[config.mk]
export PLATFORM = sky130hd
export DESIGN_NAME = hazard_scoreboard
export DESIGN_NICKNAME = d
export VERILOG_FILES = /design/src/rtl/hazard_scoreboard.sv
export SDC_FILE = /design/constraint.sdc
export NUM_CORES = 1
export LEC_CHECK = 0
export ABC_AREA = 0
export CELL_PAD_IN_SITES_DETAIL_PLACEMENT = 0
export CELL_PAD_IN_SITES_GLOBAL_PLACEMENT = 1
export CORE_AREA = 2 2 112 114
export CTS_CLUSTER_DIAMETER = 100
export DETAILED_ROUTE_END_ITERATION = 6
export DIE_AREA = 0 0 114 116
export DONT_BUFFER_PORTS = 1
export HOLD_SLACK_MARGIN = 0.1
export PLACE_DENSITY_LB_ADDON = 0.1
export SYNTH_ARGS = -nofsm -noshare
export SYNTH_HDL_FRONTEND = slang
export SYNTH_SLANG_ARGS = --single-unit
[constraint.sdc]
create_clock -name clk -period 2.58 [get_ports clk]
set_clock_uncertainty 0.2 [all_clocks]
set_input_delay 0.258 -clock clk [delete_from_list [all_inputs] [get_ports clk]]
set_output_delay 0.258 -clock clk [all_outputs]
set_load 0.02 [all_outputs]
[src/rtl/hazard_scoreboard.sv]
// Hazard and forwarding unit: tracks in-flight destinations in a shift-register
// scoreboard, forwards the youngest ready result and stalls decode on load-use.
module hazard_scoreboard #(
  parameter int WIDTH          = 32,
  parameter int REG_ADDR_WIDTH = 5,
  parameter int STAGES         = 3,
  parameter int LOAD_STAGE     = 2,
  parameter int CNT_WIDTH      = 16,
  localparam int SEL_W         = $clog2(STAGES + 1)
) (
  input  logic                      clk,
  input  logic                      reset,
  input  logic                      id_valid,
  input  logic [REG_ADDR_WIDTH-1:0] id_rs1,
  input  logic [REG_ADDR_WIDTH-1:0] id_rs2,
  input  logic                      id_rs1_used,
  input  logic                      id_rs2_used,
  input  logic [REG_ADDR_WIDTH-1:0] id_rd,
  input  logic                      id_wr_en,
  input  logic                      id_is_load,
  input  logic [WIDTH-1:0]          rf_data1,
  input  logic [WIDTH-1:0]          rf_data2,
  input  logic [STAGES*WIDTH-1:0]   stage_data,
  input  logic                      flush,
  output logic [WIDTH-1:0]          operand1,
  output logic [WIDTH-1:0]          operand2,
  output logic [SEL_W-1:0]          fwd_sel1,
  output logic [SEL_W-1:0]          fwd_sel2,
  output logic                      stall,
  output logic [CNT_WIDTH-1:0]      stall_count,
  output logic [CNT_WIDTH-1:0]      fwd_count,
  output logic [SEL_W-1:0]          inflight
);

  localparam int RAW = REG_ADDR_WIDTH;

  logic [STAGES-1:0]     r_valid;
  logic [STAGES*RAW-1:0] r_rd;
  logic [STAGES-1:0]     r_load;
  logic [CNT_WIDTH-1:0]  r_stall_cnt;
  logic [CNT_WIDTH-1:0]  r_fwd_cnt;
  logic [SEL_W-1:0]      r_inflight;

  logic [STAGES-1:0]     w_nxt_valid;
  logic [STAGES*RAW-1:0] w_nxt_rd;
  logic [STAGES-1:0]     w_nxt_load;
  logic [SEL_W+1:0]      w_src1;
  logic [SEL_W+1:0]      w_src2;
  logic                  w_hit1, w_hit2, w_rdy1, w_rdy2;
  logic [SEL_W-1:0]      w_k1, w_k2;
  logic                  w_stall;
  logic                  w_fwd_any;

  // Returns {hit, ready, entry}; scanning oldest to youngest lets the youngest match win.
  function automatic logic [SEL_W+1:0] find_src(
    input logic                  used,
    input logic [RAW-1:0]        idx,
    input logic [STAGES-1:0]     vld,
    input logic [STAGES*RAW-1:0] rds,
    input logic [STAGES-1:0]     lds
  );
    logic             hit;
    logic             rdy;
    logic [SEL_W-1:0] k_sel;
    hit   = 1'b0;
    rdy   = 1'b1;
    k_sel = '0;
    for (int k = STAGES; k >= 1; k--) begin
      if (used && (idx != '0) && vld[k-1] && (rds[(k-1)*RAW +: RAW] == idx)) begin
        hit   = 1'b1;
        k_sel = SEL_W'(k);
        rdy   = ~lds[k-1] || (k >= LOAD_STAGE);
      end
    end
    return {hit, rdy, k_sel};
  endfunction

  function automatic logic [SEL_W-1:0] popcount(input logic [STAGES-1:0] v);
    logic [SEL_W-1:0] cnt;
    cnt = '0;
    for (int i = 0; i < STAGES; i++) begin
      cnt = cnt + SEL_W'(v[i]);
    end
    return cnt;
  endfunction

  assign w_src1 = find_src(id_rs1_used, id_rs1, r_valid, r_rd, r_load);
  assign w_src2 = find_src(id_rs2_used, id_rs2, r_valid, r_rd, r_load);
  assign w_hit1 = w_src1[SEL_W+1];
  assign w_rdy1 = w_src1[SEL_W];
  assign w_k1   = w_src1[SEL_W-1:0];
  assign w_hit2 = w_src2[SEL_W+1];
  assign w_rdy2 = w_src2[SEL_W];
  assign w_k2   = w_src2[SEL_W-1:0];

  assign w_stall   = id_valid & ((w_hit1 & ~w_rdy1) | (w_hit2 & ~w_rdy2));
  assign fwd_sel1  = w_hit1 ? w_k1 : '0;
  assign fwd_sel2  = w_hit2 ? w_k2 : '0;
  assign w_fwd_any = id_valid & ~w_stall & ((fwd_sel1 != '0) | (fwd_sel2 != '0));

  // Operand select: register file unless an entry is matched.
  always_comb begin
    operand1 = rf_data1;
    operand2 = rf_data2;
    for (int k = 1; k <= STAGES; k++) begin
      if (fwd_sel1 == SEL_W'(k)) operand1 = stage_data[(k-1)*WIDTH +: WIDTH];
      if (fwd_sel2 == SEL_W'(k)) operand2 = stage_data[(k-1)*WIDTH +: WIDTH];
    end
  end

  // Next scoreboard contents: flush wins, otherwise shift and insert decode or a bubble.
  always_comb begin
    w_nxt_valid = '0;
    w_nxt_rd    = '0;
    w_nxt_load  = '0;
    if (!flush) begin
      w_nxt_valid[0]     = id_valid & ~w_stall & id_wr_en & (id_rd != '0);
      w_nxt_rd[RAW-1:0]  = id_rd;
      w_nxt_load[0]      = id_is_load;
      for (int k = 1; k < STAGES; k++) begin
        w_nxt_valid[k]           = r_valid[k-1];
        w_nxt_rd[k*RAW +: RAW]   = r_rd[(k-1)*RAW +: RAW];
        w_nxt_load[k]            = r_load[k-1];
      end
    end else begin
      w_nxt_valid = '0;
    end
  end

  // Scoreboard state, occupancy and saturating performance counters.
  always_ff @(posedge clk or posedge reset) begin
    if (reset) begin
      r_valid     <= '0;
      r_rd        <= '0;
      r_load      <= '0;
      r_inflight  <= '0;
      r_stall_cnt <= '0;
      r_fwd_cnt   <= '0;
    end else begin
      r_valid    <= w_nxt_valid;
      r_rd       <= w_nxt_rd;
      r_load     <= w_nxt_load;
      r_inflight <= popcount(w_nxt_valid);
      if (w_stall && (r_stall_cnt != {CNT_WIDTH{1'b1}})) begin
        r_stall_cnt <= r_stall_cnt + {{(CNT_WIDTH-1){1'b0}}, 1'b1};
      end
      if (w_fwd_any && (r_fwd_cnt != {CNT_WIDTH{1'b1}})) begin
        r_fwd_cnt <= r_fwd_cnt + {{(CNT_WIDTH-1){1'b0}}, 1'b1};
      end
    end
  end

  assign stall       = w_stall;
  assign stall_count = r_stall_cnt;
  assign fwd_count   = r_fwd_cnt;
  assign inflight    = r_inflight;

endmodule

==> results_tabular.tex <==
\begin{tabular}{lr}
\hline
Metric & Value \\
\hline
\multicolumn{2}{l}{\textbf{Status}} \\
Run status & finished, violations left \\
Failing checks & negative setup slack \\
\multicolumn{2}{l}{\textbf{Finish}} \\
Layout area overhead & 60.8\% \\
Commonest cells after routing, fill and taps aside & 71 x nand2\_1, 60 x buf\_4, 53 x o21ai\_1 \\
Final antenna diode count & 0 \\
Net count reported at finish & 819 \\
Fraction of final layout cells sized beyond drive strength 1 & 38.4\% \\
Count of fill cells added during filler insertion & around 1000 \\
Most common cell after layout, fill and taps aside & nand2\_1 \\
Area of all placed cells without fillers & $\sim$7000 um2 \\
\multicolumn{2}{l}{\textbf{Global routing}} \\
Initial antenna violation count & 0 \\
Largest net degree at the start of global routing & 34 \\
Global-route congestion overflow total & 0 \\
First-pass GRT wire length & roughly 24000 um \\
Via count of the first global-routing pass & approximately 4500 \\
Global Route Usage Sum & 23.3\% \\
\multicolumn{2}{l}{\textbf{Critical path}} \\
List of cells traversed by the critical path & xor2\_1 -> nor4\_1 -> and4\_2 -> buf\_6 -> nand3\_4 -> buf\_12 -> o22ai\_4 -> a21oi\_2 -> buf\_4 \\
Register-to-register path setup slack & around 0.030 ns \\
Maximum fanout encountered on the critical timing path & 8 \\
Biggest cell delay along the critical path & 0.42 ns \\
CP startpoint & r\_rd[12]\$\_DFF\_PP0\_ \\
Required arrival time at the worst endpoint & between 2 and 2.5 ns \\
Critical path data arrival time & 2.24 ns \\
Start-to-end type of the worst setup path & reg -> out \\
Critical Path Sink Type & primary output \\
Library cell contributing the largest single delay on the critical path & dfrtp\_1 \\
Type of element launching the critical path & flop \\
Worst reg2reg path startpoint & r\_rd[2]\$\_DFF\_PP0\_ \\
\multicolumn{2}{l}{\textbf{Detailed routing}} \\
Number of DRC violations after detailed routing & 0 \\
Detailed-routing iteration count for the pre-antenna-repair pass & 4 \\
Met1 Routed Length & approximately 7100 um \\
Drt total wl & 18100 um \\
Routed len/inst & $\sim$23 um \\
Sum of met2 wire segment lengths after detailed routing & 8990 um \\
DRT iter0 DRCs & 307 \\
Post-DRT Antenna Nets & 0 \\
Vias per std cell & 6.05 \\
Detailed-route via count & 4716 \\
Max Used Layer & met4 \\
Detailed-routed wire length on met3 & 1340 um \\
\multicolumn{2}{l}{\textbf{Yosys}} \\
Area share of the leading cell type in the synthesized netlist & a little under a third \\
Top FF cell, synth & dfrtp\_1 \\
Share of flip-flops with an asynchronous set or reset after synthesis & 100\% \\
Post-synthesis net count & 725 \\
Mean cell area of the mapped netlist & 7.89 um2 \\
Portion of the post-synthesis area used by sequential elements & a little under a third \\
Count of unique library cells instantiated by Yosys & 42 \\
Dominant cells by area after synthesis & dfrtp\_1 31\%, o22ai\_1 9.4\%, mux2i\_1 8.0\% \\
Library cell occupying the most area in the post-synthesis netlist & dfrtp\_1 \\
Post-synthesis instance total & 539 \\
Mapped Area & roughly 4300 um2 \\
Total number of yosys warnings & 0 \\
Number of storage elements in the synthesis netlist & 53 \\
Number of enable flip-flop cells after synthesis & 0 \\
\multicolumn{2}{l}{\textbf{Power and ir drop}} \\
Peak supply drop & 0.502 mV \\
Leak pwr & 2.71 nW \\
P per Cell Area & 283 nW/um2 \\
Sum of internal, switching and leakage power & 1.93 mW \\
\multicolumn{2}{l}{\textbf{Die}} \\
Std-Cell Core Area & 11900 um2 \\
Std-Cell Rows & 40 \\
Ports & 286 \\
Area enclosed by the die boundary & roughly 13000 um2 \\
Chip Height & approximately 120 um \\
Horizontal die dimension & 114 um \\
Initial core utilization & 35.7\% \\
\multicolumn{2}{l}{\textbf{STA}} \\
Final setup vio count & 61 \\
Post-Route Setup TNS & -3.46 ns \\
Slew of the pin with the lowest slew margin & between 0.6 and 0.7 ns \\
Time the worst path needs with I/O delays and setup & between 2 and 3 ns \\
Max-slew violations & 0 \\
Highest clock rate & about 370 MHz \\
Worst setup margin & -0.115 ns \\
Share of the clock period used by the worst path & 104\% \\
Max-Slew Margin vs Limit & a little over half \\
Hold violation count in the final report & 0 \\
RSZ-0062 raised after global routing & true \\
\multicolumn{2}{l}{\textbf{Clock tree}} \\
Skew-Pair Late Insertion Delay & 0.29 ns \\
Clock H-tree levels & 2 \\
Clock transition at path regs & 0.06 ns \\
Longest Clk Path Bufs & 2 \\
Sink Count & 53 \\
TritonCTS clock tree & done \\
CTS root buf & clkbuf\_16 \\
TritonCTS Buffers & 5 \\
\multicolumn{2}{l}{\textbf{Placement}} \\
Placer Congestion & $\sim$0.87 \\
Half-perimeter wire length after detailed placement & approximately 12000 um \\
Placed Instance Area & 5120 um2 \\
Port Buf Inserts & 0 \\
\multicolumn{2}{l}{\textbf{Job}} \\
Max-Cap Viols & 0 \\
\multicolumn{2}{l}{\textbf{Min path}} \\
Startpoint of the lowest-slack hold path & id\_valid \\
Worst hold path class & in -> reg \\
\hline
\end{tabular}
[repair_timing]
item / CTS / global route
hold endpoints to repair: 44 / 0
setup buffers: 6 / 12
gates cloned: 6 / 11
hold buffers: 10 / 0
gates resized for setup: 122 / 122
endpoints found under the setup margin: 70 / 86
pin swaps: 23 / 41
[path summary, 6_finish.rpt]
check / cells after the start / to
worst min register to register: 1 / r_rd[13]$_DFF_PP0_
worst max register to register: 11 / fwd_count[1]$_DFFE_PP0P_
max in group asynchronous: 3 / stall_count[8]$_DFFE_PP0P_
worst min-delay path: 4 / fwd_count[14]$_DFFE_PP0P_
min in group asynchronous: 2 / r_rd[2]$_DFF_PP0_
worst max-delay path: 9 / operand2[31]
[registers in the layout, indices dropped and copies added, names as in the netlist]
register and count:
stall_count 16, r_load 1, r_rd 15, fwd_count 16, r_valid 3, inflight 2
[worst max-delay path: cells and delay by family, from the launching register on]
| kind | cells | cell delay [ns] |
|---|---|---|
| compound gates | 2 | 0.17 |
| xor+xnor | 1 | 0.17 |
| buf+inv | 3 | 0.47 |
| flops | 1 | 0.42 |
| simple gates | 3 | 0.71 |
[cells by family after synthesis]
group	after synthesis	share of synthesized area, %
mux	37	8.80
fa+ha+maj	3	1.06
compound gates	167	22.3
flops	53	31.2
simple gates	179	20.8
buf+inv	43	4.09
xor+xnor	57	11.7
[metrics by stage]
stage | cells | util, % | setup slack (ns) | hold slack (ns)
floorplan | 539 | - | -0.0948 | 0.124
global placement | 729 | 43.0 | -0.0381 | 0.0230
detailed placement | 729 | 43.0 | -0.0676 | 0.0317
CTS | 758 | 48.9 | -0.180 | 0.158
global route | 780 | 57.4 | -0.201 | 0.227
finish | 780 | 57.4 | -0.115 | 0.215
[final cells by class]
class                      instances  area (um2)  share of cell area (%)
multi-input combinational        443        3650                    53.3
timing repair buffer             124        1510                    22.1
sequential                        53        1330                    19.4
tap                              147         184                    2.69
clock buffer                       7         143                    2.09
inverter                           6        22.5                   0.329
[synthesized netlist by cell type, types with 2 or more instances]
master and number:
nand2_1 85, o21ai_0 64, o22ai_1 64, dfrtp_1 53, mux2i_1 34, a21oi_1 32, xor2_1 30, clkbuf_1 27
xnor2_1 27, nor2b_1 19, nor2_1 14, nor4_1 12, nand3_1 9, nand4_1 9, nor3_1 7, inv_1 6
buf_1 5, buf_2 4, nand2b_1 4, nor4b_1 4, and3_1 3, or4_1 3, and2_1 2, and4_1 2
ha_1 2, mux2_2 2
[metal layers]
layer  GRT usage [%]  vias to the layer above
met5               0                        -
li1                -                     2149
met2            41.2                      229
met1            27.4                     2292
met3            5.75                       46
met4            8.86                        0
[report_power, final]
| part | total (mW) | internal, mW | switching [mW] |
|---|---|---|---|
| logic | 0.411 | 0.189 | 0.221 |
| registers | 0.867 | 0.848 | 0.0188 |
| clock network | 0.655 | 0.381 | 0.273 |
No activity file was read; power rests on OpenSTA's default activity.
